--- src/rtl/uart_frame_pkg.sv ---
// Shared definitions for the bridge frame format: framing constants, frame
// states and sizing helpers used by both the transmitter and future receiver.
package uart_frame_pkg;

    localparam logic [7:0] SOF_BYTE   = 8'hA5;
    localparam int         CMD_WE_BIT = 7;
    localparam int         CMD_ID_MSB = 3;
    localparam int         CMD_ID_LSB = 0;

    typedef enum logic [2:0] {
        FS_IDLE,
        FS_SOF,
        FS_CMD,
        FS_ADDR,
        FS_DATA,
        FS_CHK
    } frame_state_e;

    function automatic int bytes_for(input int w);
        return (w + 7) / 8;
    endfunction

    function automatic int frame_len(input int ab, input int db, input logic we);
        return 3 + ab + (we ? db : 0);
    endfunction

    function automatic logic [7:0] make_cmd(input logic we, input logic [3:0] id);
        logic [7:0] c;
        c = '0;
        c[CMD_WE_BIT] = we;
        c[CMD_ID_MSB:CMD_ID_LSB] = id;
        return c;
    endfunction

endpackage

--- src/rtl/uart_tx_core.sv ---
// 8N1 byte serialiser. A byte can be accepted in the last cycle of the
// previous stop bit, so consecutive bytes go out with no idle gap.
module uart_tx_core #(
    parameter int CLKS_PER_BIT = 434
) (
    input  logic       clk,
    input  logic       rst_n,
    input  logic       byte_valid,
    input  logic [7:0] byte_data,
    output logic       byte_ready,
    output logic       byte_done,
    output logic       tx
);

    localparam int CW = (CLKS_PER_BIT > 1) ? $clog2(CLKS_PER_BIT) : 1;
    localparam logic [CW-1:0] BAUD_MAX = CW'(CLKS_PER_BIT - 1);

    logic          active;
    logic [8:0]    shift;
    logic [CW-1:0] baud_cnt;
    logic [3:0]    bit_cnt;
    logic          last_tick;

    assign last_tick  = active && (baud_cnt == '0) && (bit_cnt == 4'd0);
    assign byte_ready = !active || last_tick;
    assign byte_done  = last_tick;

    // bit_cnt counts the bits still to come after the one on the line:
    // 9 = start, 8..1 = data LSB first, 0 = stop.
    always_ff @(posedge clk or negedge rst_n) begin
        if (!rst_n) begin
            active   <= 1'b0;
            tx       <= 1'b1;
            shift    <= '1;
            baud_cnt <= '0;
            bit_cnt  <= 4'd0;
        end else if (byte_valid && byte_ready) begin
            active   <= 1'b1;
            tx       <= 1'b0;
            shift    <= {1'b1, byte_data};
            baud_cnt <= BAUD_MAX;
            bit_cnt  <= 4'd9;
        end else if (active) begin
            if (baud_cnt == '0) begin
                if (bit_cnt == 4'd0) begin
                    active <= 1'b0;
                    tx     <= 1'b1;
                end else begin
                    tx       <= shift[0];
                    shift    <= {1'b1, shift[8:1]};
                    bit_cnt  <= bit_cnt - 4'd1;
                    baud_cnt <= BAUD_MAX;
                end
            end else begin
                baud_cnt <= baud_cnt - 1'b1;
            end
        end
    end

endmodule

--- src/rtl/uart_bus_frame_tx.sv ---
// Bus-request framer: captures one read/write request and feeds the checksummed
// frame byte by byte into the 8N1 serialiser.
//
//  state   | meaning
//  IDLE    | ready for a request; SOF is offered to the serialiser on req_valid
//  SOF     | SOF on the line, CMD queued
//  CMD     | CMD on the line, first address byte queued
//  ADDR    | address byte on the line, next address/data/CHK byte queued
//  DATA    | data byte on the line, next data/CHK byte queued
//  CHK     | CHK on the line, waiting for its stop bit to finish
module uart_bus_frame_tx
    import uart_frame_pkg::*;
#(
    parameter int CLKS_PER_BIT = 434,
    parameter int ADDR_W       = 16,
    parameter int DATA_W       = 8,
    parameter int SRC_ID       = 0
) (
    input  logic              clk,
    input  logic              rst_n,
    input  logic              req_valid,
    output logic              req_ready,
    input  logic              req_we,
    input  logic [ADDR_W-1:0] req_addr,
    input  logic [DATA_W-1:0] req_wdata,
    output logic              uart_tx,
    output logic              busy,
    output logic [15:0]       frames_sent
);

    localparam int AB  = bytes_for(ADDR_W);
    localparam int DB  = bytes_for(DATA_W);
    localparam int AW8 = AB * 8;
    localparam int DW8 = DB * 8;
    localparam logic [3:0] SRC_NIB = 4'(SRC_ID);

    frame_state_e   state;
    logic [AW8-1:0] addr_sh;
    logic [DW8-1:0] data_sh;
    logic           we_q;
    logic [7:0]     cmd_q;
    logic [7:0]     chk_q;
    logic [2:0]     idx;

    logic       byte_valid;
    logic [7:0] byte_data;
    logic       byte_ready;
    logic       byte_done;
    logic       take;

    assign take = byte_valid && byte_ready;

    // The byte offered is always the one that follows the byte on the line,
    // so the serialiser can take it in its last stop-bit cycle.
    always_comb begin
        byte_valid = 1'b0;
        byte_data  = SOF_BYTE;
        case (state)
            FS_IDLE: begin
                byte_valid = req_valid;
                byte_data  = SOF_BYTE;
            end
            FS_SOF: begin
                byte_valid = 1'b1;
                byte_data  = cmd_q;
            end
            FS_CMD: begin
                byte_valid = 1'b1;
                byte_data  = addr_sh[AW8-1 -: 8];
            end
            FS_ADDR: begin
                byte_valid = 1'b1;
                if (idx != 3'd0)
                    byte_data = addr_sh[AW8-1 -: 8];
                else if (we_q)
                    byte_data = data_sh[DW8-1 -: 8];
                else
                    byte_data = chk_q;
            end
            FS_DATA: begin
                byte_valid = 1'b1;
                if (idx != 3'd0)
                    byte_data = data_sh[DW8-1 -: 8];
                else
                    byte_data = chk_q;
            end
            default: begin
                byte_valid = 1'b0;
                byte_data  = SOF_BYTE;
            end
        endcase
    end

    // idx is the number of address/data bytes still to be queued in the field.
    always_ff @(posedge clk or negedge rst_n) begin
        if (!rst_n) begin
            state       <= FS_IDLE;
            req_ready   <= 1'b1;
            busy        <= 1'b0;
            frames_sent <= 16'd0;
            addr_sh     <= '0;
            data_sh     <= '0;
            we_q        <= 1'b0;
            cmd_q       <= 8'd0;
            chk_q       <= 8'd0;
            idx         <= 3'd0;
        end else begin
            case (state)
                FS_IDLE: begin
                    if (take) begin
                        state     <= FS_SOF;
                        req_ready <= 1'b0;
                        busy      <= 1'b1;
                        we_q      <= req_we;
                        addr_sh   <= AW8'(req_addr);
                        data_sh   <= DW8'(req_wdata);
                        cmd_q     <= make_cmd(req_we, SRC_NIB);
                        chk_q     <= make_cmd(req_we, SRC_NIB);
                    end
                end
                FS_SOF: begin
                    if (take)
                        state <= FS_CMD;
                end
                FS_CMD: begin
                    if (take) begin
                        state   <= FS_ADDR;
                        addr_sh <= addr_sh << 8;
                        idx     <= 3'(AB - 1);
                        chk_q   <= chk_q ^ byte_data;
                    end
                end
                FS_ADDR: begin
                    if (take) begin
                        if (idx != 3'd0) begin
                            addr_sh <= addr_sh << 8;
                            idx     <= idx - 3'd1;
                            chk_q   <= chk_q ^ byte_data;
                        end else if (we_q) begin
                            state   <= FS_DATA;
                            data_sh <= data_sh << 8;
                            idx     <= 3'(DB - 1);
                            chk_q   <= chk_q ^ byte_data;
                        end else begin
                            state <= FS_CHK;
                        end
                    end
                end
                FS_DATA: begin
                    if (take) begin
                        if (idx != 3'd0) begin
                            data_sh <= data_sh << 8;
                            idx     <= idx - 3'd1;
                            chk_q   <= chk_q ^ byte_data;
                        end else begin
                            state <= FS_CHK;
                        end
                    end
                end
                FS_CHK: begin
                    if (byte_done) begin
                        state       <= FS_IDLE;
                        req_ready   <= 1'b1;
                        busy        <= 1'b0;
                        frames_sent <= frames_sent + 16'd1;
                    end
                end
                default: begin
                    state     <= FS_IDLE;
                    req_ready <= 1'b1;
                    busy      <= 1'b0;
                end
            endcase
        end
    end

    uart_tx_core #(
        .CLKS_PER_BIT(CLKS_PER_BIT)
    ) u_tx_core (
        .clk        (clk),
        .rst_n      (rst_n),
        .byte_valid (byte_valid),
        .byte_data  (byte_data),
        .byte_ready (byte_ready),
        .byte_done  (byte_done),
        .tx         (uart_tx)
    );

endmodule

--- config.mk ---
export PLATFORM = sky130hd
export DESIGN_NAME = uart_bus_frame_tx
export DESIGN_NICKNAME = d
export VERILOG_FILES = /design/src/rtl/uart_frame_pkg.sv /design/src/rtl/uart_tx_core.sv /design/src/rtl/uart_bus_frame_tx.sv
export SDC_FILE = /design/constraint.sdc
export NUM_CORES = 1
export LEC_CHECK = 0
export ABC_AREA = 1
export ABC_CLOCK_PERIOD_IN_PS = 3600
export CORE_ASPECT_RATIO = 0.6
export CORE_MARGIN = 3
export CORE_UTILIZATION = 62
export CTS_CLUSTER_SIZE = 12
export DETAILED_ROUTE_END_ITERATION = 7
export PLACE_DENSITY = 0.95
export SLEW_MARGIN = 20
export SYNTH_ARGS = -nofsm -noshare
export SYNTH_HDL_FRONTEND = slang
export SYNTH_SLANG_ARGS = --single-unit
--- constraint.sdc ---
create_clock -name clk -period 3.6 [get_ports clk]
set_input_delay 0.36 -clock clk [delete_from_list [all_inputs] [get_ports clk]]
set_output_delay 0.36 -clock clk [all_outputs]
set_load 0.005 [all_outputs]
==> results.md <==
- Yosys top cell by area: dfrtp_1
- Synth area leaders: dfrtp_1 38%, nand2_1 17%, dfstp_2 5.7%
- Syn Inst Count: around 620
- Via count: between 4000 and 5000
- Dpl cell area: slightly above 5000 um2
- Power share of the sequential group: 0.495
- Post-synthesis xor/xnor area fraction: 0.0398
- Setup bufs post-CTS: 0
- Share of cells above drive strength 1: 0.0836
- TritonCTS Sinks: 80
- CP most frequent cell: nand2_1
- Critical path's largest stage delay: around 0.66 ns
- DRC errors left: 0
- Area of the multi-input gates: ~2300 um2
- Crit path max fanout: 24
- Setup WS pre-CTS: roughly 0.93 ns
- Worst EP required: 3.88 ns
- Achievable Freq: approximately 0.37 GHz
- Setup TNS: 0 ns
- # resized after CTS: 0
- Hold Crit Class: in -> async
- Setup crit end kind: flip-flop
- Synth Area per Inst: roughly 7.5 um2
- Total gr overflow: 0
- #FFs+latches synth: 80
- RSZ-0062 raised after global routing: no
- Fin. Hold Viols: 0
- Starting Density: 0.667
- Status: complete, no violations
- Post-route minimum period: roughly 2.7 ns
- Worst path top cell family by delay: simple AND/OR/NAND/NOR gates
- Synth Area in Adders: 0.0162
- CTS tree: yes
- Final WS setup: 0.892 ns
- DIE HEIGHT: ~73 um
- Iteration count of the initial detailed-routing pass: 5
- Crit path DAT: a little under 3 ns
- First-pass GRT wire length: roughly 21000 um
- Post-Place Cells: ~750
- Worst-path clk slew: 0.06 ns
- Std-Cell Rows: 23
- Most used cells in the layout excluding fill and tap cells: 209 x nand2_1, 70 x dfrtp_1, 64 x inv_1
- Combinational share of power: 0.031
- Nets@finish: 699
- FF+latch area: 2010 um2
- Largest family of logic cells by synthesized area: simple AND/OR/NAND/NOR gates
- # IOs: 47
- Yosys cell types: 38
- Most common cell after layout, fill and taps aside: nand2_1
- Vias per inst: between 5 and 6
- Hold slack: around 0.17 ns
- Final wirelength: between 10000 and 15000 um
- Post-Synth Simple-Gate Area: 0.306
- Largest net degree at the start of global routing: 81
- Period utilisation layout: 0.752
- DRT iter0 DRCs: about 740
- Worst path buffer plus inverter count: 4
- Leak: roughly 2.6 nW
- Sw Ratio: 0.222
- Avg WL per Cell: 16.6 um
- Die Wd: roughly 120 um
- Setup clock skew after layout: between 0.006 and 0.007 ns
- Sequential share of the synthesized area: 0.435
- Via count of the first global-routing pass: 4137
- Post-layout util: 0.780
- Post-route insts no fill: 770
- Psw: just over 400 uW
- CP Class: reg -> reg
- Final Setup Violations: 0
- Gr usage total: 0.308
- Slowest library cell on the worst path: dfrtp_1
- Power Dens Cells: ~340 nW/um2
- Synthesized cell area: about 4600 um2
- Max Cap Violations: 0
- P&R area growth vs syn: 16.9%
- Yosys warns: 0
- Share of the synthesized area in the top cell type: 0.379
- Antenna diode count: 0
- Die ar.: between 8000 and 9000 um2
- Worst setup SP type: flip-flop
- Routability Congestion: about 0.95
- Worst-skew pair later-pin latency: about 0.35 ns
- Post-CTS Hold Buffers: 0
- Crit-path cells: inv_1 -> nand2_1 -> buf_4 -> nand3_2 -> inv_2 -> nand2_2 -> nand2_4 -> nand2_1 -> inv_1 -> nand2_1 -> o21ai_1
- Slew Limit Headroom: 0.326
- Peak supply drop: ~0.30 mV
- Initial antenna violation count: 0
- Cell area after layout: approximately 5400 um2
- Layout filler cell count: approximately 480
- Synth Area in Compound Gates: 0.123
- Post-detailed-route count of antenna-violating nets: 0
- Num CTS Buffers: 9
- H-tree levels: 3
- DP Wirelength: 9150 um
- Port bufs: 46
- Core area: approximately 6900 um2
- Max-slew violations: 0
- Syn_nets: about 660
- CTS max path bufs: 2
- Mux share of post-synthesis cell area: 0.00216
- Worst Tran Pin Value: 1.01 ns
- Clk network pwr share: 0.474
- Power Total: 1.82 mW
- Internal power: 1.41 mW
- Clock root buffer: clkbuf_16
## worst reg2reg max path, cell delays in order (launching register included)
cell and delay (ns):
dfrtp_1 0.66, inv_1 0.18, nand2_1 0.10, buf_4 0.24
nand3_2 0.19, inv_2 0.10, nand2_2 0.08, nand2_4 0.28
nand2_1 0.35, inv_1 0.28, nand2_1 0.09, o21ai_1 0.09
## worst paths after layout
kind	slack, ns	to	depth (start not counted)	from
min in group clk	0.48	u_tx_core.shift[2]	2	u_tx_core.shift[2]
hold / removal	0.17	idx[0]	1	rst_n
hold reg to reg	0.48	u_tx_core.shift[2]	2	u_tx_core.shift[2]
setup reg to reg	0.89	u_tx_core.shift[5]	11	state[2]
setup / recovery	0.89	u_tx_core.shift[5]	11	state[2]
max in group asynchronous	2.76	frames_sent[7]	1	rst_n
## cell type report
class,instances,share of cell area
Multi-Input combinational cell,457,0.418
Sequential cell,80,0.372
Timing Repair Buffer,48,0.0874
Inverter,69,0.0483
Clock buffer,11,0.0449
Tap cell,100,0.0231
Clock inverter,5,0.00601
## flip-flops by register name, summed over array words and instances (netlist names), 3 cells and up
| signal | cells |
|---|---|
| addr_sh | 16 |
| frames_sent | 16 |
| u_tx_core.baud_cnt | 9 |
| chk_q | 8 |
| data_sh | 8 |
| u_tx_core.shift | 8 |
| u_tx_core.bit_cnt | 4 |
| idx | 3 |
| state | 3 |
## kinds of logic after synthesis
group	after synthesis
flops	80
mux	1
fa+ha+maj	6
simple gates	325
buf+inv	84
xor+xnor	21
compound gates	104
## Yosys cell counts
cell type	count
nand3_2	5
ha_1	6
nor2_2	3
buf_2	4
and3_1	1
xnor2_1	11
nor4_1	1
nor2_4	2
clkbuf_1	4
nand2_2	2
nor2_1	47
nor2_8	2
o2111ai_1	1
nand4_1	10
xor2_1	10
inv_4	1
a21oi_2	3
o22ai_1	6
nand2_1	209
o21a_2	1
o21ai_0	52
nand3b_1	1
o21ai_1	24
dfrtp_1	70
dfstp_2	10
nor3_1	4
nand2_4	2
inv_1	64
o211ai_2	1
mux2i_1	1
buf_4	4
a21oi_4	1
a21oi_1	14
nand3_1	35
a21boi_0	1
inv_2	4
nor3_2	1
buf_6	3
## power by group through the flow
stage	combinational (mW)	sequential, mW	clock (mW)
floorplan	0.00790	0.916	0
global placement	0.0559	0.916	0
detailed placement	0.0568	0.916	0
CTS	0.0571	0.900	0.854
global route	0.0619	0.899	0.896
finish	0.0562	0.900	0.861
## per-layer routing
layer | part of all wire | vias to the layer above | GRT usage
met3 | 0.12 | 30 | 0.0960
met1 | 0.44 | 2133 | 0.443
met2 | 0.43 | 283 | 0.457
li1 | - | 2068 | -
met4 | 0.016 | 0 | 0.0844
met5 | 0 | - | 0
No activity file was read; power rests on OpenSTA's default activity.
